===== src/rtl/mole_pkg.sv =====
// rtl/mole_pkg.sv - shared state encoding and widths for the mole round controller
package mole_pkg;
    localparam int NUM_MOLES = 8;
    localparam int MOLE_W    = 3;
    localparam int UNIT_W    = 8;

    // Last WAIT cycle index before giving up on mole_picker and re-requesting (15 cycles total).
    localparam logic [3:0] WAIT_LAST = 4'd14;

    typedef enum logic [2:0] {
        ST_IDLE,
        ST_REQ,
        ST_WAIT,
        ST_SHOW,
        ST_GAP,
        ST_OVER
    } state_t;
endpackage


===== src/rtl/mole_tick_gen.sv =====
// rtl/mole_tick_gen.sv - prescaler plus unit down-counter; done marks the last cycle of the loaded span
module mole_tick_gen
    import mole_pkg::*;
#(
    parameter int TICK_DIV = 100_000_000
) (
    input  logic              clk,
    input  logic              rst,
    input  logic              clear,
    input  logic [UNIT_W-1:0] load_val,
    output logic              done
);
    localparam int PW = (TICK_DIV > 1) ? $clog2(TICK_DIV) : 1;

    logic [PW-1:0]     pre;
    logic [UNIT_W-1:0] units;
    logic              tick;

    assign tick = (pre == PW'(TICK_DIV - 1));
    assign done = tick && (units <= UNIT_W'(1));

    always_ff @(posedge clk or posedge rst) begin
        if (rst) begin
            pre   <= '0;
            units <= '0;
        end else if (clear) begin
            pre   <= '0;
            units <= load_val;
        end else if (tick) begin
            pre <= '0;
            if (units != '0) units <= units - UNIT_W'(1);
        end else begin
            pre <= pre + PW'(1);
        end
    end
endmodule


===== src/rtl/mole_round_ctrl.sv =====
// rtl/mole_round_ctrl.sv - whack-a-mole round sequencer (request, show, score, gap, game over)
// Define MOLE_SPEEDUP_EN to shorten mole show time as the score rises.
module mole_round_ctrl
    import mole_pkg::*;
#(
    parameter int TICK_DIV  = 100_000_000,
    parameter int GAP_UNITS = 1,
    parameter int MAX_MISS  = 3
) (
    input  logic                 CLK100MHZ,
    input  logic                 reset,
    input  logic                 start,
    input  logic [NUM_MOLES-1:0] btn,
    input  logic [MOLE_W-1:0]    mole,
    input  logic [MOLE_W-1:0]    moletime,
    input  logic                 pastenable,
    output logic                 enable,
    output logic [NUM_MOLES-1:0] mole_led,
    output logic                 hit,
    output logic                 miss,
    output logic [7:0]           score,
    output logic                 game_over
);
    state_t               state_q, state_d;
    logic [NUM_MOLES-1:0] btn_prev, btn_edge;
    logic [MOLE_W-1:0]    mole_q;
    logic [3:0]           wait_cnt;
    logic [7:0]           miss_cnt;
    logic [7:0]           score_q;
    logic [UNIT_W-1:0]    base_len, show_len, tg_load;
    logic                 tg_clear, tg_done;
    logic                 do_hit, do_miss, new_game, take_mole, last_miss;

    assign btn_edge  = btn & ~btn_prev;
    assign base_len  = UNIT_W'(moletime) + UNIT_W'(1);
    assign last_miss = (miss_cnt + 8'd1) >= 8'(MAX_MISS);

`ifdef MOLE_SPEEDUP_EN
    logic [UNIT_W-1:0] cut;
    assign cut      = UNIT_W'(score_q[7:3]);
    assign show_len = (cut >= base_len) ? UNIT_W'(1) : base_len - cut;
`else
    assign show_len = base_len;
`endif

    mole_tick_gen #(.TICK_DIV(TICK_DIV)) u_tick (
        .clk      (CLK100MHZ),
        .rst      (reset),
        .clear    (tg_clear),
        .load_val (tg_load),
        .done     (tg_done)
    );

    always_ff @(posedge CLK100MHZ or posedge reset) begin
        if (reset) state_q <= ST_IDLE;
        else       state_q <= state_d;
    end

    always_comb begin
        state_d   = state_q;
        enable    = 1'b0;
        mole_led  = '0;
        game_over = 1'b0;
        tg_clear  = 1'b0;
        tg_load   = UNIT_W'(GAP_UNITS);
        do_hit    = 1'b0;
        do_miss   = 1'b0;
        new_game  = 1'b0;
        take_mole = 1'b0;
        case (state_q)
            ST_IDLE, ST_OVER: begin
                game_over = (state_q == ST_OVER);
                if (start) begin
                    new_game = 1'b1;
                    state_d  = ST_REQ;
                end
            end
            ST_REQ: begin
                enable  = 1'b1;
                state_d = ST_WAIT;
            end
            ST_WAIT: begin
                if (pastenable) begin
                    take_mole = 1'b1;
                    tg_clear  = 1'b1;
                    tg_load   = show_len;
                    state_d   = ST_SHOW;
                end else if (wait_cnt == WAIT_LAST) begin
                    state_d = ST_REQ;
                end
            end
            ST_SHOW: begin
                mole_led = NUM_MOLES'(1) << mole_q;
                // A hit landing on the expiry cycle wins; the miss is never recorded.
                if (btn_edge[mole_q]) begin
                    do_hit   = 1'b1;
                    tg_clear = 1'b1;
                    state_d  = ST_GAP;
                end else if (tg_done) begin
                    do_miss  = 1'b1;
                    tg_clear = 1'b1;
                    state_d  = last_miss ? ST_OVER : ST_GAP;
                end
            end
            ST_GAP: begin
                if (tg_done) state_d = ST_REQ;
            end
            default: state_d = ST_IDLE;
        endcase
    end

    always_ff @(posedge CLK100MHZ or posedge reset) begin
        if (reset) begin
            btn_prev <= '0;
            mole_q   <= '0;
            wait_cnt <= '0;
            miss_cnt <= '0;
            score_q  <= '0;
            hit      <= 1'b0;
            miss     <= 1'b0;
        end else begin
            btn_prev <= btn;
            hit      <= do_hit;
            miss     <= do_miss;
            if (state_q == ST_REQ)       wait_cnt <= '0;
            else if (state_q == ST_WAIT) wait_cnt <= wait_cnt + 4'd1;
            if (take_mole) mole_q <= mole;
            if (new_game) begin
                score_q  <= '0;
                miss_cnt <= '0;
            end else begin
                if (do_hit && score_q != 8'hFF) score_q <= score_q + 8'd1;
                if (do_miss) miss_cnt <= miss_cnt + 8'd1;
            end
        end
    end

    assign score = score_q;
endmodule


===== config.mk =====
export PLATFORM = sky130hd
export DESIGN_NAME = mole_round_ctrl
export DESIGN_NICKNAME = d
export VERILOG_FILES = /design/src/rtl/mole_pkg.sv /design/src/rtl/mole_tick_gen.sv /design/src/rtl/mole_round_ctrl.sv
export SDC_FILE = /design/constraint.sdc
export NUM_CORES = 1
export LEC_CHECK = 0
export CAP_MARGIN = 20
export CORE_ASPECT_RATIO = 1.5
export CORE_MARGIN = 4
export CORE_UTILIZATION = 40
export DETAILED_ROUTE_END_ITERATION = 10
export DONT_BUFFER_PORTS = 1
export PLACE_DENSITY = 0.64
export SETUP_SLACK_MARGIN = 0.3
export SLEW_MARGIN = 15
export SYNTH_ARGS = -nofsm -noshare
export SYNTH_HDL_FRONTEND = slang
export SYNTH_SLANG_ARGS = --single-unit

===== constraint.sdc =====
create_clock -name CLK100MHZ -period 5.6 [get_ports CLK100MHZ]
set_input_delay 0.56 -clock CLK100MHZ [delete_from_list [all_inputs] [get_ports CLK100MHZ]]
set_output_delay 0.56 -clock CLK100MHZ [all_outputs]
set_load 0.02 [all_outputs]

# Word level (Yosys, flattened, before mapping)

Cells that the tools add are included.

Input bits: 18
Output and inout port bits: 20
Register bits: 71
Word-level logic and storage cells: 83

Mux-type cells: 37
Eq/ne operators: 12
$add $sub $neg: 6
Bitwise operators: 2
Order comparisons: 3
Reduce and logical (&&, ||, !) cells: 12
Shifts and indexed selects: 1

Operator list:

| kind                    | number |
|---|---|
| $mux W8                 | 8 |
| $mux W27                | 2 |
| $add A27 B1 Y27 const B | 1 |
| $eq A27 B27 Y1 const B  | 1 |
| $mux W3                 | 6 |
| $add A8 B1 Y8 const B   | 2 |
| $mux W4                 | 4 |
| $pmux W3 S5             | 1 |
| $mux W1                 | 14 |
| $reduce_bool A2 Y1      | 5 |
| $and A8 B8 Y8           | 1 |
| $ge A8 B2 Y1 const B    | 1 |
| $le A8 B1 Y1 const B    | 1 |
| $ne A8 B8 Y1 const B    | 1 |
| $not A8 Y8              | 1 |
| $reduce_bool A8 Y1      | 1 |
| $shl A1 B3 Y8 const A   | 1 |
| $sub A8 B1 Y8 const B   | 1 |
| $eq A3 B2 Y1 const B    | 2 |
| $eq A3 B3 Y1 const B    | 2 |
| $ne A3 B3 Y1 const B    | 2 |
| $add A3 B1 Y4 const B   | 1 |
| $add A4 B1 Y4 const B   | 1 |
| $eq A4 B4 Y1 const B    | 1 |
| 10 further kinds        | 12 |

# Depth between registers and ports, before layout

Gate-level depths: netlist of the first run.

Depth in word-level cells: 9
Gate-level depth with buffers: 8
Mapped depth without buffers: 7

# By module

From an unflattened synthesis of the first run, not the netlist that was laid out.

Cells, all modules: 441
Area total of the unflattened synthesis: 4090.2 um2

Modules (own cells, without submodules):

| module          | times used | area an instance (um2) | seq. area each (um2) | cells each |
|---|---|---|---|---|
| mole_round_ctrl | 1          | 2118.3                 | 900.9                | 234 |
| mole_tick_gen   | 1          | 1971.9                 | 875.8                | 207 |

# Worst setup path before layout of the first run

No wires, ideal clock.

Path kind: input port to flip-flop
Start: input btn[4]
End: register score_q[7], in the netlist score[7]
Cell stages on the path: 6
Path slack: 3261 ps
Setup time: 79 ps
Arrival time: 2260 ps
Data required time: 5521 ps
Buffers on the path: 0
Cells stage by stage: or4b_1 o311a_2 a221oi_4 nand2_4 or4_1 a21oi_1

Cells in the longest elaborated chain, start to end: 7

RTL lines:

| item                                | RTL line               | RTL |
|---|---|---|
| start: declaration                  | mole_round_ctrl.sv:13  | `input logic [NUM_MOLES-1:0] btn,` |
| $and A8 B8 Y8                       | mole_round_ctrl.sv:34  | `assign btn_edge = btn & ~btn_prev;` |
| $bmux W1 S3                         | mole_round_ctrl.sv:95  | `if (btn_edge[mole_q]) begin` |
| $mux W1 (not written as such)       | mole_round_ctrl.sv:95  |  |
| $mux W1                             | mole_round_ctrl.sv:95  |  |
| $mux W1                             | mole_round_ctrl.sv:70  | `case (state_q)` |
| named net do_hit                    | mole_round_ctrl.sv:32  | `logic do_hit, do_miss, new_game, take_mole, last_miss;` |
| $logic_and A1 B1 Y1                 | mole_round_ctrl.sv:132 | `if (do_hit && score_q != 8'hFF) score_q <= score_q + 8'd1;` |
| $reduce_bool A2 Y1 (no source line) | --                     |  |
| end signal: assignment              | mole_round_ctrl.sv:132 |  |
| end: declaration                    | mole_round_ctrl.sv:29  | `logic [7:0] score_q;` |

The timed path passes the listed nets, and every way through them passes these cells. The select of a mux whose other input is x is not followed.
A chain may end at the register's enable or synchronous reset.

# Worst setup path in the final report of the first run

Start: register mole_q[0]
End: register u_tick.units[2]

Cells in the longest elaborated chain, start to end: 6
Elaborated cells on any way between the ends: 8
Those cells by class: 5 x mux; 3 x reduce/logical

RTL lines:

| item                                | RTL line               | RTL |
|---|---|---|
| start: declaration                  | mole_round_ctrl.sv:26  | `logic [MOLE_W-1:0] mole_q;` |
| start signal: assignment            | mole_round_ctrl.sv:127 | `if (take_mole) mole_q <= mole;` |
| $bmux W1 S3 (*)                     | mole_round_ctrl.sv:95  |  |
| $mux W1 (not written as such) (*)   | mole_round_ctrl.sv:95  |  |
| $mux W1 (*)                         | mole_round_ctrl.sv:95  |  |
| $pmux W1 S2 (*)                     | mole_round_ctrl.sv:70  |  |
| $reduce_bool A2 Y1 (no source line) | --                     |  |
| $reduce_and A2 Y1 (no source line)  | --                     |  |
| end signal: assignment              | mole_tick_gen.sv:28    | `units <= load_val;` |
| end signal: assignment              | mole_tick_gen.sv:31    | `if (units != '0) units <= units - UNIT_W'(1);` |
| end: declaration                    | mole_tick_gen.sv:16    | `logic [UNIT_W-1:0] units;` |

Mark *: on every way between the ends. The rest lies on a longest branch, timed or not. The select of a mux whose other input is x is not followed.

==> impl_metrics.env, run 1 <==
export IMPL_status="complete, no violations"
export IMPL_syn_to_final_growth_pct=12.3
export IMPL_wl_mm=7.70
export IMPL_io_pins=38
export IMPL_cp_start_kind="flop"
export IMPL_vias=2853
export IMPL_synthArstFlopShare_pct=100
export IMPL_postSynthAreaPerCell_sq_um=9.54
export IMPL_syn_area_sq_mm=0.00377
export IMPL_fp_dieW_um=87.3
export IMPL_ys_top_cells_by_area="dfrtp_1, xor2_1, nor2_1, ha_1, xnor2_1"
export IMPL_ir_worst_vdd_mv=0.217
export IMPL_maxCapViolCount=0
export IMPL_syn_nets=423
export IMPL_grt_ovfl_total=0
export IMPL_row_count=43
export IMPL_drt_wirelength_per_cell_um=15.0
export IMPL_ctsResizeCount=0
export IMPL_relSlewSlack_pct=38.9
export IMPL_arrival_ps=3310
export IMPL_drc=0
export IMPL_die_area_sq_mm=0.0111
export IMPL_tightest_slew_ps=917
export IMPL_floorplan_die_height_um=127
export IMPL_grt_pass1_wl_mm=13.1
export IMPL_core_sq_mm=0.00925
export IMPL_cts_buffer_depth=2
export IMPL_report_final_slew_viol_count=0
export IMPL_ys_flop_type="dfrtp_1"
export IMPL_fin_crit_ps=3060
export IMPL_leakagePower_uw=0.00186
export IMPL_yosysTopAreaCell="dfrtp_1"
export IMPL_clock_sinks=71
export IMPL_crit_chain="or4b_1 > o311a_2 > a221oi_4 > or3_1 > a21boi_1 > a2bb2oi_1"
export IMPL_synth_edf_count=0
export IMPL_crit_buf_inv=0
export IMPL_ys_types=53
export IMPL_critPathSlowestCell="or3_1"
export IMPL_drive_gt1_share_pct=6.75
export IMPL_critPathRequiredTime_ps=5860
export IMPL_clock_fmax_ghz=0.327
export IMPL_post_cts_setup_buffers=0
export IMPL_setup_tns_ps=0
export IMPL_hp_class="in2reg"
export IMPL_cts_buffers=9
export IMPL_postCtsHoldBufs=0
export IMPL_drtIter0Drc=110
export IMPL_gp_congestion=0.790
export IMPL_period_share_pct=54.6
export IMPL_power_density_mw_per_mm2=335
export IMPL_hpwlAfterDp_mm=5.42
export IMPL_start_util_pct=40.7
export IMPL_first_global_vias=2824
export IMPL_yosys_register_bits=71
export IMPL_grt_use_total_pct=14.9
export IMPL_clk_pin_slew_worst_paths_ps=60
export IMPL_setup_viol=0
export IMPL_cts_tree="done"
export IMPL_critPathKind="reg2reg"
export IMPL_syn_inst=395
export IMPL_antenna_found_initial=0
export IMPL_synth_top_area_share_pct=47.1
export IMPL_slowest_delay_ps=780
export IMPL_n_antenna_cell=0
export IMPL_cp_top_family="simple AND/OR/NAND/NOR gates"
export IMPL_skew_ps=6.14
export IMPL_firstDrtPassIters=6
export IMPL_worstPathMaxFanout=28
export IMPL_htree_levels=3
export IMPL_final_nets=423
export IMPL_port_buffers=0
export IMPL_vias_per_cell=5.57
export IMPL_clock_root_buffer="clkbuf_16"
export IMPL_seq_area_frac_synth_pct=47.1
export IMPL_utilization_pct=45.8
export IMPL_synth_warnings=0
export IMPL_rsz0062_at_grt="false"
export IMPL_hold_viol=0
export IMPL_end_kind="flop"
export IMPL_insertion_delay_ps=340
export IMPL_antenna_left=0
export IMPL_grt_max_degree=72
Yosys cell counts, types with 3 or more instances:
library cell	count
xnor2_1	13
and4_1	3
o21bai_1	4
or3_1	4
nor3_1	16
nor2_1	53
nor4_1	5
nor4b_1	3
mux2_2	3
xor2_1	26
a21oi_1	7
nand3_1	17
a31oi_1	3
nand2_1	28
dfrtp_1	71
a21o_1	5
a22o_1	4
buf_2	6
ha_1	10
nor3b_1	6
o21ai_0	15
and2_1	8
a211o_1	3
clkbuf_1	6
o21ai_1	4
and3_1	11
inv_1	14
nand4_1	15
worst reg2reg max path, cell delays in order, from the launching register on:
cell and delay, ps:
dfrtp_1 500, or4b_1 570, o311a_2 170, a221oi_4 440, or3_1 780, a21boi_1 330, a2bb2oi_1 180
layout make-up:
class | instances | area, sq um
clock buffer | 9 | 225
clock inverter | 7 | 144
fill | 893 | 5020
inverter | 15 | 56.3
multi-input combinational | 296 | 1880
sequential | 71 | 1780
tap | 112 | 140
timing repair buffer | 2 | 12.5
cells by family (layout without fill, tap and decap cells):
kind of cell / count (synthesis) / after routing / share of synthesized area, %
buffers and inverters: 28 / 33 / 2.99
adders and majority gates: 10 / 10 / 3.32
AOI/OAI and AO/OA: 60 / 60 / 11.2
and+or+nand+nor: 183 / 183 / 25.1
DFF: 71 / 71 / 47.1
xor gates and xnor gates: 39 / 39 / 9.06
muxes: 4 / 4 / 1.16
registers in the layout, summed over array words and instances, names as in the netlist, 3 cells and up:
signal        cells
u_tick.pre       27
btn_prev          8
miss_cnt          8
score             8
u_tick.units      8
wait_cnt          4
mole_q            3
state_q           3
final timing paths:
path	from	endpoint	slack (ps)	depth (start not counted)
setup / recovery	mole_q[0]	u_tick.units[2]	2540	6
hold / removal	btn[4]	btn_prev[4]	250	0
setup reg to reg	mole_q[0]	u_tick.units[2]	2540	6
hold reg to reg	u_tick.pre[0]	u_tick.pre[0]	490	1
max in group asynchronous	reset	miss_cnt[6]	4660	2
min in group asynchronous	reset	u_tick.pre[24]	380	2
layer usage:
| metal | share of wire [%] | GRT usage (%) | vias to the layer above |
|---|---|---|---|
| met2 | 49 | 24.9 | 55 |
| met4 | 3.2 | 7.68 | 0 |
| met3 | 6.3 | 4.87 | 15 |
| met1 | 41 | 16.7 | 1388 |
| met5 | 0 | 0 | - |
| li1 | - | - | 1395 |
where the power goes:
group / internal, uW / switching (uW) / leakage (uW)
Sequential: 561 / 49.6 / 0.000901
Clock: 481 / 223 / 0.000172
Combinational: 47.7 / 54.2 / 0.000785
layout by cell type (no fill, tap or decap), types with 3 or more instances in the layout:
cell,instances
and4_1,3
a21oi_1,7
nand3_1,17
o21ai_0,15
clkbuf_16,9
dfrtp_1,71
nand4_1,15
nor3b_1,6
nor3_1,16
a211o_1,3
ha_1,10
mux2_2,3
xnor2_1,13
bufinv_16,4
a21o_1,5
a31oi_1,3
nor2_1,53
and3_1,11
xor2_1,26
nor4_1,5
o21bai_1,4
nand2_1,28
a22o_1,4
o21ai_1,4
nor4b_1,3
or3_1,4
inv_1,13
and2_1,8
stage by stage:
stage	area [sq um]	std cells	worst slack, ps	power [uW]	hold WS [ps]
CTS	4230	511	2520	1430	238
global route	4240	512	2310	1480	233
detailed placement	3860	495	2540	723	486
finish	4240	512	2540	1420	246
global placement	3860	495	2630	717	469
floorplan	3770	395	3240	695	455
No activity file was read; power rests on OpenSTA's default activity.
==> inputs of run 2 (changes only) <==
PLACE_DENSITY = 0.66   (was 0.64)
clock period = 2.8 ns   (was 5.6 ns; I/O delays follow)
==> impl_metrics.env, run 2 (synthesized netlist as in run 1, its figures left out) <==
export IMPL_status="complete, no violations"
export IMPL_rsz0062_at_grt="true"
export IMPL_hp_class="in2reg"
export IMPL_utilization_pct=47.2
export IMPL_hold_viol=0
export IMPL_port_buffers=0
export IMPL_gp_congestion=0.790
export IMPL_pre_cts_slack_ps=283
export IMPL_final_common_cell="dfrtp_1"
export IMPL_antenna_left=0
export IMPL_final_area_sq_mm=0.00437
export IMPL_largest_register_ffs=27
export IMPL_arrival_ps=2630
export IMPL_relSlewSlack_pct=44.8
export IMPL_leakagePower_uw=0.00193
export IMPL_layout_common_cells="dfrtp_1, nor2_1, nand2_1"
export IMPL_firstDrtPassIters=4
export IMPL_placed_area_sq_mm=0.00396
export IMPL_fillers=845
export IMPL_crit_buf_inv=0
export IMPL_grt_ovfl_total=0
export IMPL_critPathSlowestCell="or4b_1"
export IMPL_grt_max_degree=51
export IMPL_regMostFlops="u_tick.pre"
export IMPL_wl_mm=7.91
export IMPL_first_global_vias=2821
export IMPL_power_density_mw_per_mm2=583
export IMPL_cts_buffers=9
export IMPL_htree_levels=3
export IMPL_setup_tns_ps=0
export IMPL_die_area_sq_mm=0.0111
export IMPL_cts_buffer_depth=2
export IMPL_skew_ps=4.94
export IMPL_clock_sinks=71
export IMPL_drtIter0Drc=121
export IMPL_internal_power_uw=1910
export IMPL_final_nets=444
export IMPL_core_sq_mm=0.00925
export IMPL_start_util_pct=40.7
export IMPL_ir_worst_vdd_mv=0.379
export IMPL_rrSetupSlack_ps=420
export IMPL_critPathRequiredTime_ps=3060
export IMPL_grt_use_total_pct=15.6
export IMPL_seq_power_share_pct=48.0
export IMPL_tightest_slew_ps=822
export IMPL_multi_input_area_sq_mm=0.00190
export IMPL_period_share_pct=84.9
export IMPL_report_final_slew_viol_count=0
export IMPL_setup_viol=0
export IMPL_drive_gt1_share_pct=10.2
export IMPL_clock_fmax_ghz=0.421
export IMPL_setup_ws_ps=424
export IMPL_vias=2883
export IMPL_grt_pass1_wl_mm=13.5
export IMPL_io_pins=38
export IMPL_clk_pin_slew_worst_paths_ps=60
export IMPL_seq_area_sq_mm=0.00178
export IMPL_insertion_delay_ps=330
export IMPL_n_antenna_cell=0
export IMPL_fp_dieW_um=87.3
export IMPL_floorplan_die_height_um=127
export IMPL_drc=0
export IMPL_hpwlAfterDp_mm=5.60
export IMPL_fin_crit_ps=2380
export IMPL_end_kind="flop"
export IMPL_maxCapViolCount=0
export IMPL_drt_wirelength_per_cell_um=14.8
export IMPL_worstPathMaxFanout=11
export IMPL_row_count=43
export IMPL_cp_start_kind="flop"
export IMPL_cts_tree="done"
export IMPL_antenna_found_initial=0
export IMPL_combPwrFrac_pct=8.5
export IMPL_syn_to_final_growth_pct=16.0
export IMPL_crit_chain="or4b_1 > o311a_2 > a221oi_4 > nand2_4 > or4_1 > a21oi_1"
export IMPL_p_sw_uw=633
export IMPL_slowest_delay_ps=550
export IMPL_clock_root_buffer="clkbuf_16"
export IMPL_critPathKind="reg2reg"
export IMPL_cp_top_family="simple AND/OR/NAND/NOR gates"
export IMPL_clock_power_share_pct=43.5
export IMPL_vias_per_cell=5.41
export IMPL_p_sw_share_pct=24.9
## run 2: cell count changes in the layout (fill, tap and decap cells not counted), moves of 3 or more
cell / before / now
bufinv_16: 4 / 1
buf_4: 1 / 13
nor3_2: 0 / 3
clkinv_2: 0 / 3
dlygate4sd3_1: 0 / 9
nor3_1: 16 / 13
## run 2: final timing paths
kind,start,to,cells after the start
setup / recovery,mole_q[1],score[7],6
hold / removal,moletime[0],u_tick.units[0],1
setup reg to reg,mole_q[1],score[7],6
hold reg to reg,u_tick.pre[0],u_tick.pre[0],1
max in group asynchronous,reset,u_tick.pre[8],3
min in group asynchronous,reset,btn_prev[4],2
## run 2: per-stage QoR
| step | cells | hold WS (ps) | total power (uW) |
|---|---|---|---|
| floorplan | 395 | 311 | 1390 |
| global placement | 506 | 217 | 1440 |
| detailed placement | 506 | 222 | 1450 |
| CTS | 533 | 39.5 | 2580 |
| global route | 533 | 52.3 | 2670 |
| finish | 533 | 48.3 | 2550 |
## run 2: layer usage
metal	wire [um]	share of wire, %	GRT usage (%)
met2	3980	50	25.6
met1	3300	42	18.1
met3	457	5.8	4.87
met4	169	2.1	7.32
met5	0	0	0
## run 2: layout make-up
cell class | count | share of cell area, %
multi-input cells | 296 | 43.4
flip-flops and latches | 71 | 40.7
clock buffers | 10 | 5.24
repair buffers | 23 | 4.75
well taps | 112 | 3.21
clock inverters | 6 | 1.40
inverters | 15 | 1.29
## run 2: what timing repair did
action | in CTS | in global routing
setup endpoints to repair | 2 | 5
pin swaps | 1 | 0
endpoints found under the hold margin | 29 | 0
resized for setup | 1 | 5
hold buffers | 9 | 0
buffers inserted | 2 | 0
## run 2: power groups by stage
| stage | Sequential (uW) | Combinational, uW | Clock [uW] |
|---|---|---|---|
| floorplan | 1220 | 174 | 0 |
| global placement | 1230 | 201 | 0 |
| detailed placement | 1240 | 208 | 0 |
| CTS | 1220 | 221 | 1130 |
| global route | 1240 | 253 | 1180 |
| finish | 1220 | 216 | 1110 |
==> inputs of run 3 (changes only) <==
clock period = 2.1 ns   (was 2.8 ns; I/O delays follow)
==> impl_metrics.env, run 3 (synthesized netlist as in run 1, its figures left out) <==
export IMPL_clock_fmax_ghz=0.435
export IMPL_clock_sinks=71
export IMPL_vias_per_cell=5.41
export IMPL_first_global_vias=3435
export IMPL_drive_gt1_share_pct=35.4
export IMPL_htree_levels=3
export IMPL_leakagePower_uw=0.00242
export IMPL_syn_to_final_growth_pct=45.8
export IMPL_start_util_pct=40.7
export IMPL_hp_class="in2reg"
export IMPL_rrSetupSlack_ps=-200
export IMPL_antenna_left=0
export IMPL_cp_start_kind="flop"
export IMPL_cts_buffer_depth=2
export IMPL_drtIter0Drc=128
export IMPL_power_density_mw_per_mm2=684
export IMPL_period_share_pct=109
export IMPL_arrival_ps=2560
export IMPL_gp_congestion=0.829
export IMPL_final_area_sq_mm=0.00550
export IMPL_regMostFlops="u_tick.pre"
export IMPL_hold_viol=1
export IMPL_skew_ps=7.18
export IMPL_report_final_slew_viol_count=0
export IMPL_grt_use_total_pct=18.2
export IMPL_row_count=43
export IMPL_holdWs_ps=-92.8
export IMPL_setup_viol=45
export IMPL_clock_root_buffer="clkbuf_16"
export IMPL_layout_common_cells="dfrtp_1, buf_4, nor2_1"
export IMPL_r2r_end="score[7]"
export IMPL_status="finished, violations left"
export IMPL_fin_crit_ps=2300
export IMPL_end_kind="flop"
export IMPL_cp_endpoint="score[7]"
export IMPL_largest_register_ffs=27
export IMPL_hpwlAfterDp_mm=6.00
export IMPL_critPathLaunch="mole_q[1]"
export IMPL_clk_pin_slew_worst_paths_ps=60
export IMPL_cts_buffers=9
export IMPL_relSlewSlack_pct=53.2
export IMPL_rsz0062_at_grt="true"
export IMPL_r2r_cells=7
export IMPL_worstPathMaxFanout=5
export IMPL_postCtsHoldBufs=9
export IMPL_placed_area_sq_mm=0.00448
export IMPL_grt_pass1_wl_mm=16.1
export IMPL_drt_wirelength_per_cell_um=16.2
export IMPL_ir_worst_vdd_mv=0.525
export IMPL_grt_max_degree=32
export IMPL_setup_tns_ps=-3960
export IMPL_die_area_sq_mm=0.0111
export IMPL_insertion_delay_ps=330
export IMPL_cts_tree="done"
export IMPL_tightest_slew_ps=701
export IMPL_wl_mm=9.86
export IMPL_io_pins=38
export IMPL_violations="negative hold slack, negative setup slack"
export IMPL_setup_ws_ps=-198
export IMPL_antenna_found_initial=0
export IMPL_port_buffers=0
export IMPL_final_common_cell="dfrtp_1"
export IMPL_n_antenna_cell=0
export IMPL_drc=0
export IMPL_maxCapViolCount=0
export IMPL_grt_ovfl_total=0
export IMPL_firstDrtPassIters=5
export IMPL_final_nets=521
export IMPL_fp_dieW_um=87.3
export IMPL_critPathRequiredTime_ps=2370
export IMPL_core_sq_mm=0.00925
export IMPL_critPathKind="reg2reg"
export IMPL_r2r_start="mole_q[1]"
export IMPL_floorplan_die_height_um=127
export IMPL_vias=3292
[run 3: changes by cell type in the layout (fill, tap and decap cells not counted), moves of 4 or more]
cell,previous run,this run
buf_4,13,67
buf_6,0,14
nor2_1,53,39
nor2_2,0,10
buf_12,1,6
nor3_1,13,8
and2_1,8,4
and2_4,0,4
nor2_4,0,4
nor4_1,5,1
[run 3: report_power, final]
group	total [uW]	internal (uW)	leakage [uW]	switching [uW]
sequential	1600	1500	0.000899	99.1
clock	1580	1040	0.000147	547
combinational	582	316	0.00137	266
[run 3: area by class of cell]
cell class                      instances  area [sq um]
Inverter                               15          60.1
Sequential cell                        71          1780
Clock buffer                           12           236
Fill cell                             705          3760
Clock inverter                          3          68.8
Timing Repair Buffer                  100           968
Tap cell                              112           140
Multi-Input combinational cell        296          2250
[run 3: per-stage QoR]
stage / instances / total power [uW] / setup slack, ps / util, %
final: 609 / 3760 / -198 / 59.4
after floorplan: 395 / 1870 / -76.3 / -
after global routing: 609 / 3930 / -283 / 59.4
after global placement: 560 / 2060 / -116 / 48.4
after detailed placement: 560 / 2090 / -156 / 48.4
after CTS: 603 / 3790 / -139 / 57.7
[run 3: per-layer routing]
layer	up-vias	wire, um	track usage, %
li1	1588	-	-
met5	-	0	0
met2	65	5380	32.4
met3	15	319	3.57
met1	1624	3930	20.3
met4	0	232	8.58
[run 3: worst max-delay path, stage by stage (launching register included)]
cell	delay, ps
dfrtp_1	390
or4b_4	520
o311a_4	160
a221oi_4	330
buf_6	170
nand2_4	60
or4_4	490
a21oi_2	120
[run 3: how the worst min path moves through the flow]
stage,startpoint,endpoint,cells after the start
after floorplan,btn[0],btn_prev[0],0
after global placement,reset,btn_prev[1],1
after detailed placement,reset,btn_prev[1],1
after CTS,btn[4],btn_prev[4],0
after global routing,btn[4],btn_prev[4],0
final,btn[4],btn_prev[4],0
[run 3: timing repair]
action,CTS,global route
endpoints found under the setup margin,62,63
pin swaps,25,10
buffers inserted,16,6
hold endpoints to repair,38,1
resized for setup,62,25
gates cloned,3,0
